$ cat src/rtl/countrate_pkg.sv
// countrate_pkg: default sizing and snapshot layout shared by the count-rate streamer
package countrate_pkg;
  localparam int NUM_OF_CHANNELS_DEF = 4;
  localparam int COUNTER_WIDTH_DEF = 32;
  localparam int WINDOW_ID_WIDTH_DEF = 16;
  typedef struct packed {
    logic [WINDOW_ID_WIDTH_DEF-1:0] window_id;
    logic [NUM_OF_CHANNELS_DEF-1:0][COUNTER_WIDTH_DEF-1:0] counts;
  } snapshot_t;
  typedef enum logic {IDLE, SEND} state_t;
endpackage

$ cat src/rtl/countrate_snapshot_fifo.sv
// countrate_snapshot_fifo: synchronous snapshot FIFO whose full flag already accounts for a same-cycle pop
module countrate_snapshot_fifo
  import countrate_pkg::*;
#(
  parameter int WIDTH = 8,
  parameter int DEPTH = 2
) (
  input  logic                     clk,
  input  logic                     rst,
  input  logic                     push,
  input  logic                     pop,
  input  logic [WIDTH-1:0]         din,
  output logic [WIDTH-1:0]         dout,
  output logic                     full,
  output logic                     empty,
  output logic [$clog2(DEPTH):0]   level
);
  localparam int AW = $clog2(DEPTH);
  logic [WIDTH-1:0] mem [DEPTH];
  logic [AW-1:0] wr_ptr, rd_ptr;
  logic do_push, do_pop;
  assign empty = level == '0;
  assign do_pop = pop && !empty;
  assign full = level == (AW+1)'(DEPTH) && !do_pop;
  assign do_push = push && !full;
  assign dout = mem[rd_ptr];
  always_ff @(posedge clk)
    if (do_push) mem[wr_ptr] <= din;
  always_ff @(posedge clk or negedge rst)
    if (!rst) begin
      wr_ptr <= '0;
      rd_ptr <= '0;
      level <= '0;
    end else begin
      wr_ptr <= wr_ptr + AW'(do_push);
      rd_ptr <= rd_ptr + AW'(do_pop);
      level <= level + (AW+1)'(do_push) - (AW+1)'(do_pop);
    end
endmodule

$ cat src/rtl/countrate_stream.sv
// countrate_stream: buffers per-window channel counts and streams them as AXI-Stream beats
module countrate_stream
  import countrate_pkg::*;
#(
  parameter int NUM_OF_CHANNELS = NUM_OF_CHANNELS_DEF,
  parameter int COUNTER_WIDTH = COUNTER_WIDTH_DEF,
  parameter int WINDOW_ID_WIDTH = WINDOW_ID_WIDTH_DEF,
  parameter int BUFFER_DEPTH = 2
) (
  input  logic                                                 clk,
  input  logic                                                 rst,
  input  logic [COUNTER_WIDTH-1:0]                             count_data [NUM_OF_CHANNELS],
  input  logic                                                 count_valid,
  output logic                                                 m_axis_tvalid,
  input  logic                                                 m_axis_tready,
  output logic                                                 m_axis_tlast,
  output logic [COUNTER_WIDTH-1:0]                             m_axis_tdata,
  output logic [WINDOW_ID_WIDTH+$clog2(NUM_OF_CHANNELS)-1:0]   m_axis_tuser,
  input  logic                                                 clear_overflow,
  output logic [15:0]                                          overflow_count
);
  localparam int IW = $clog2(NUM_OF_CHANNELS);
  localparam int SW = WINDOW_ID_WIDTH + NUM_OF_CHANNELS*COUNTER_WIDTH;
  state_t state, state_nxt;
  logic armed, full, empty, capture, drop, beat, last, pop;
  logic [$clog2(BUFFER_DEPTH):0] level;
  logic [IW-1:0] idx;
  logic [WINDOW_ID_WIDTH-1:0] window_id;
  logic [SW-1:0] din, head;
  // armed masks the strobe on the first edge after reset release
  assign capture = count_valid && armed && !full;
  assign drop = count_valid && armed && full;
  assign beat = m_axis_tvalid && m_axis_tready;
  assign last = idx == IW'(NUM_OF_CHANNELS-1);
  assign pop = beat && last;
  always_comb begin
    din = {window_id, {NUM_OF_CHANNELS*COUNTER_WIDTH{1'b0}}};
    for (int c = 0; c < NUM_OF_CHANNELS; c++) din[c*COUNTER_WIDTH +: COUNTER_WIDTH] = count_data[c];
  end
  countrate_snapshot_fifo #(.WIDTH(SW), .DEPTH(BUFFER_DEPTH)) u_fifo (
    .clk(clk), .rst(rst), .push(capture), .pop(pop), .din(din), .dout(head),
    .full(full), .empty(empty), .level(level)
  );
  assign m_axis_tvalid = state == SEND;
  assign m_axis_tlast = m_axis_tvalid && last;
  assign m_axis_tdata = m_axis_tvalid ? head[idx*COUNTER_WIDTH +: COUNTER_WIDTH] : '0;
  assign m_axis_tuser = m_axis_tvalid ? {head[SW-1 -: WINDOW_ID_WIDTH], idx} : '0;
  // looking at this cycle's capture lets a fresh snapshot go out one cycle after it lands
  always_comb begin
    state_nxt = state;
    if (state == IDLE) state_nxt = (!empty || capture) ? SEND : IDLE;
    else if (pop) state_nxt = (level > 1 || capture) ? SEND : IDLE;
  end
  always_ff @(posedge clk or negedge rst)
    if (!rst) begin
      state <= IDLE;
      idx <= '0;
      window_id <= '0;
      armed <= 1'b0;
      overflow_count <= '0;
    end else begin
      state <= state_nxt;
      armed <= 1'b1;
      if (beat) idx <= last ? '0 : idx + IW'(1);
      if (count_valid && armed) window_id <= window_id + WINDOW_ID_WIDTH'(1);
      overflow_count <= clear_overflow ? {15'd0, drop} : overflow_count + 16'(drop && overflow_count != 16'hFFFF);
    end
endmodule

$ cat config.mk
export PLATFORM = sky130hd
export DESIGN_NAME = countrate_stream
export DESIGN_NICKNAME = d
export VERILOG_FILES = /design/src/rtl/countrate_pkg.sv /design/src/rtl/countrate_snapshot_fifo.sv /design/src/rtl/countrate_stream.sv
export SDC_FILE = /design/constraint.sdc
export NUM_CORES = 1
export LEC_CHECK = 0
export BUFFER_PORTS_ARGS = -buffer_cell sky130_fd_sc_hd__buf_2
export CAP_MARGIN = 20
export CORE_MARGIN = 2
export CORE_UTILIZATION = 59
export CTS_BUF_LIST = sky130_fd_sc_hd__clkbuf_8
export CTS_CLUSTER_DIAMETER = 120
export DETAILED_ROUTE_END_ITERATION = 16
export PLACE_DENSITY = 0.82
export SLEW_MARGIN = 40
export SYNTH_ARGS = -nofsm -noshare
export SYNTH_HDL_FRONTEND = slang
export SYNTH_SLANG_ARGS = --single-unit
$ cat constraint.sdc
create_clock -name clk -period 7 [get_ports clk]
set_clock_uncertainty 0.1 [all_clocks]
set_input_delay 1.4 -clock clk [delete_from_list [all_inputs] [get_ports clk]]
set_output_delay 1.4 -clock clk [all_outputs]
set_load 0.01 [all_outputs]
==> summary.txt <==
Route
  • Via count: 6,734
  • WL final: 24,600 um
  • First-pass iteration count of the detailed router: 4
  • # DRC: 0
  • Antenna Nets Post-Route: 0
  • Initial DRC Count: 545
  • Vias per cell: 5.58
  • WL/cell: 20.4 um

Global route
  • Gr usage total: 21.6%
  • M1 GR Usage: 30.1%
  • Met2 GRT Util: 34.1%
  • Top Usage Layer GRT: met2
  • First-pass GRT wire length: 38,600 um
  • Initial antenna violation count: 5
  • Largest net degree at the start of global routing: 68
  • Met3 usage in global routing: 6.50%
  • Gr ovfl total: 0
  • Number of global-route vias before repair: 7,139

Floorplanning
  • Starting density of the core: 59.6%
  • Floorplan row count: 54
  • Die Y: 152 um
  • I/O pin cnt: 201
  • Die X: 152 um
  • Core Box Area: 21,700 um2
  • Total die area: 23,100 um2

Timing
  • Max Clock Freq: 0.215 GHz
  • Period minus WS final: 4.66 ns
  • Final Hold Fails: 0
  • Slew Limit Fails: 0
  • Final period util: 66.6%
  • Slew HR: 52.5%
  • Worst slew pin tran: 0.713 ns
  • Final setup vio count: 0
  • RSZ-0062 raised after global routing: false
  • Setup TNS: 0 ns
  • Setup ws final: 2.34 ns

CTS
  • Clk slew on worst S/H paths: 0.06 ns
  • Clock sink count: 328
  • Root buf cell: clkbuf_8
  • Clock buffer depth: 3
  • PostCTS Resize Cnt: 0
  • Clk Latency, worst-skew pair: 0.55 ns
  • Post-CTS setup buffers: 0
  • CTS Hold Buffers Added: 0
  • CTS tree: done
  • CTS H-tree lvls: 2
  • Total CTS buffers: 50

Logic synthesis
  • EDFF count, synth: 288
  • Mux share of post-synthesis cell area: 15.0%
  • Synth Cell Area: 12,900 um2
  • Flops & latches, synth: 328
  • Post-Synth Simple-Gate Area: 5.71%
  • Largest family of logic cells by synthesized area: multiplexers
  • Synth Area in Adders: 0.774%
  • Sequential share of the synthesized area: 74.6%
  • Syn_area_per_cell: 19.7 um2
  • Syn Inst Count: 655
  • Largest area contributor in the netlist: edfxtp_1
  • Top cells by area, synth: edfxtp_1 (67%), mux4_2 (11%), dfrtp_1 (7.7%), mux2i_1 (3.7%), nor2b_1 (2.3%)
  • Synth top area share: 66.9%
  • Most used DFF post-synth: edfxtp_1
  • Synth Area in XOR/XNOR: 1.96%
  • Syn Nets: 796
  • Synth Area in Compound Gates: 0.484%
  • Async set-reset flop share out of synthesis: 12.2%
  • YS warnings: 0
  • Netlist cell types: 36

Cells and area
  • Layout fillers: 1,324
  • Most frequent cells in the layout: edfxtp_1 (288), buf_2 (199), mux4_2 (64), clkbuf_8 (58)
  • Layout cell share with drive strength beyond 1: 38.2%
  • Layout area overhead: 18.2%
  • Nets: 1,030
  • Storage element area: 9660 um2
  • Multi-input logic area: 3120 um2
  • Commonest non-fill, non-tap cell in the layout: edfxtp_1

Worst setup path
  • Largest stage delay, worst path: 0.77 ns
  • Critical path fanouts, max: 28
  • Crit path DAT: 3.16 ns
  • CP startpoint kind: flop
  • Crit path capture type: primary output
  • Crit-path cells: buf_12 -> buf_4 -> mux4_2 -> mux2i_1 -> nor2b_1 -> buf_2
  • Slowest cell on crit path: dfrtp_4
  • WP data required: 5.50 ns
  • Crit path kind: reg2out

Placed design
  • Gpl congestion: 0.789
  • Placement Setup Slack: 2.87 ns
  • DP Wirelength: 16,100 um
  • Port Buffer Count: 200

Power
  • Power per cell area: 371 nW/um2
  • Peak VDD IR: 0.231 mV
  • Static leakage: 0.00572 uW

Worst hold path
  • Hold crit path type: reg2reg

Status
  • Status: completed

Run
  • Number of max-cap violations: 0
-- final cells by class --
type	count	share of cell area, %
repair buffers	212	7.59
flip-flops and latches	328	63.2
well taps	280	2.29
clock inverters	29	1.10
clock buffers	58	5.22
inverters	6	0.147
diodes	3	0.0491
multi-input cells	291	20.4
-- registers in the layout, indices dropped and copies added, names as in the netlist --
name,cells
u_fifo.mem,288
u_fifo.level,2
u_fifo.wr_ptr,1
idx,2
overflow_count,16
armed,1
m_axis_tvalid,1
window_id,16
u_fifo.rd_ptr,1
-- Yosys cell counts, types with 2 or more instances --
| master | count |
|---|---|
| ha_1 | 8 |
| xor2_1 | 15 |
| buf_1 | 2 |
| nand2_1 | 18 |
| edfxtp_1 | 288 |
| mux2i_1 | 48 |
| nand4_1 | 9 |
| a21oi_1 | 4 |
| nor2_1 | 18 |
| and4_1 | 3 |
| nor2b_1 | 48 |
| mux4_2 | 64 |
| nand3_1 | 12 |
| or2_2 | 2 |
| nor3_1 | 2 |
| xnor2_1 | 14 |
| or3_1 | 3 |
| and3_2 | 2 |
| dfrtp_1 | 40 |
| buf_2 | 8 |
| clkbuf_1 | 10 |
| buf_4 | 8 |
| and2_1 | 6 |
| and3_1 | 2 |
| o21ai_0 | 5 |
| inv_1 | 6 |
-- worst max-delay path, delay by kind of cell (launching register included) --
kind	cells	cell delay, ns
buffers and inverters	3	0.97
flip-flops	1	0.77
multiplexers	2	0.79
AND/OR/NAND/NOR	1	0.08
-- where the power goes --
| part | internal, uW | leakage (uW) | total (uW) | switching (uW) |
|---|---|---|---|---|
| combinational | 798 | 0.00204 | 1620 | 819 |
| clock | 822 | 0.000536 | 1490 | 667 |
| sequential | 2420 | 0.00314 | 2570 | 147 |
-- stage by stage --
step | total power [uW] | area [um2] | instances | utilization, % | hold slack (ns)
after floorplan | 3730 | 12900 | 655 | - | 0.358
after global placement | 4170 | 14200 | 1112 | 65.5 | 0.373
after detailed placement | 4250 | 14300 | 1117 | 66.0 | 0.387
after CTS | 5740 | 15300 | 1204 | 70.4 | 0.394
after global routing | 5970 | 15300 | 1207 | 70.5 | 0.442
final | 5680 | 15300 | 1207 | 70.5 | 0.393
-- kinds of logic (layout without fill, tap and decap cells) --
| logic type | count (synthesis) | in the layout |
|---|---|---|
| buf+inv | 36 | 305 |
| mux | 113 | 113 |
| fa+ha+maj | 8 | 8 |
| flops | 328 | 328 |
| simple gates | 129 | 129 |
| other cells | 1 | 4 |
| compound gates | 11 | 11 |
| xor+xnor | 29 | 29 |
-- metal layers --
layer  vias up  wire (um)
li1       3061          -
met1      3375      10300
met2       268      12000
met3        26       2010
met4         4        260
met5         -         25
-- worst paths after layout --
check	to	startpoint	slack [ns]	cells after the start
min	window_id[15]	window_id[15]	0.39	1
min reg2reg	window_id[15]	window_id[15]	0.39	1
min in group asynchronous	window_id[11]	rst	0.73	1
max reg2reg	u_fifo.mem[0][29]	m_axis_tvalid	3.79	6
max	m_axis_tdata[28]	u_fifo.rd_ptr	2.34	6
max in group asynchronous	m_axis_tvalid	rst	5.65	1
(Power assumes the default switching activity.)
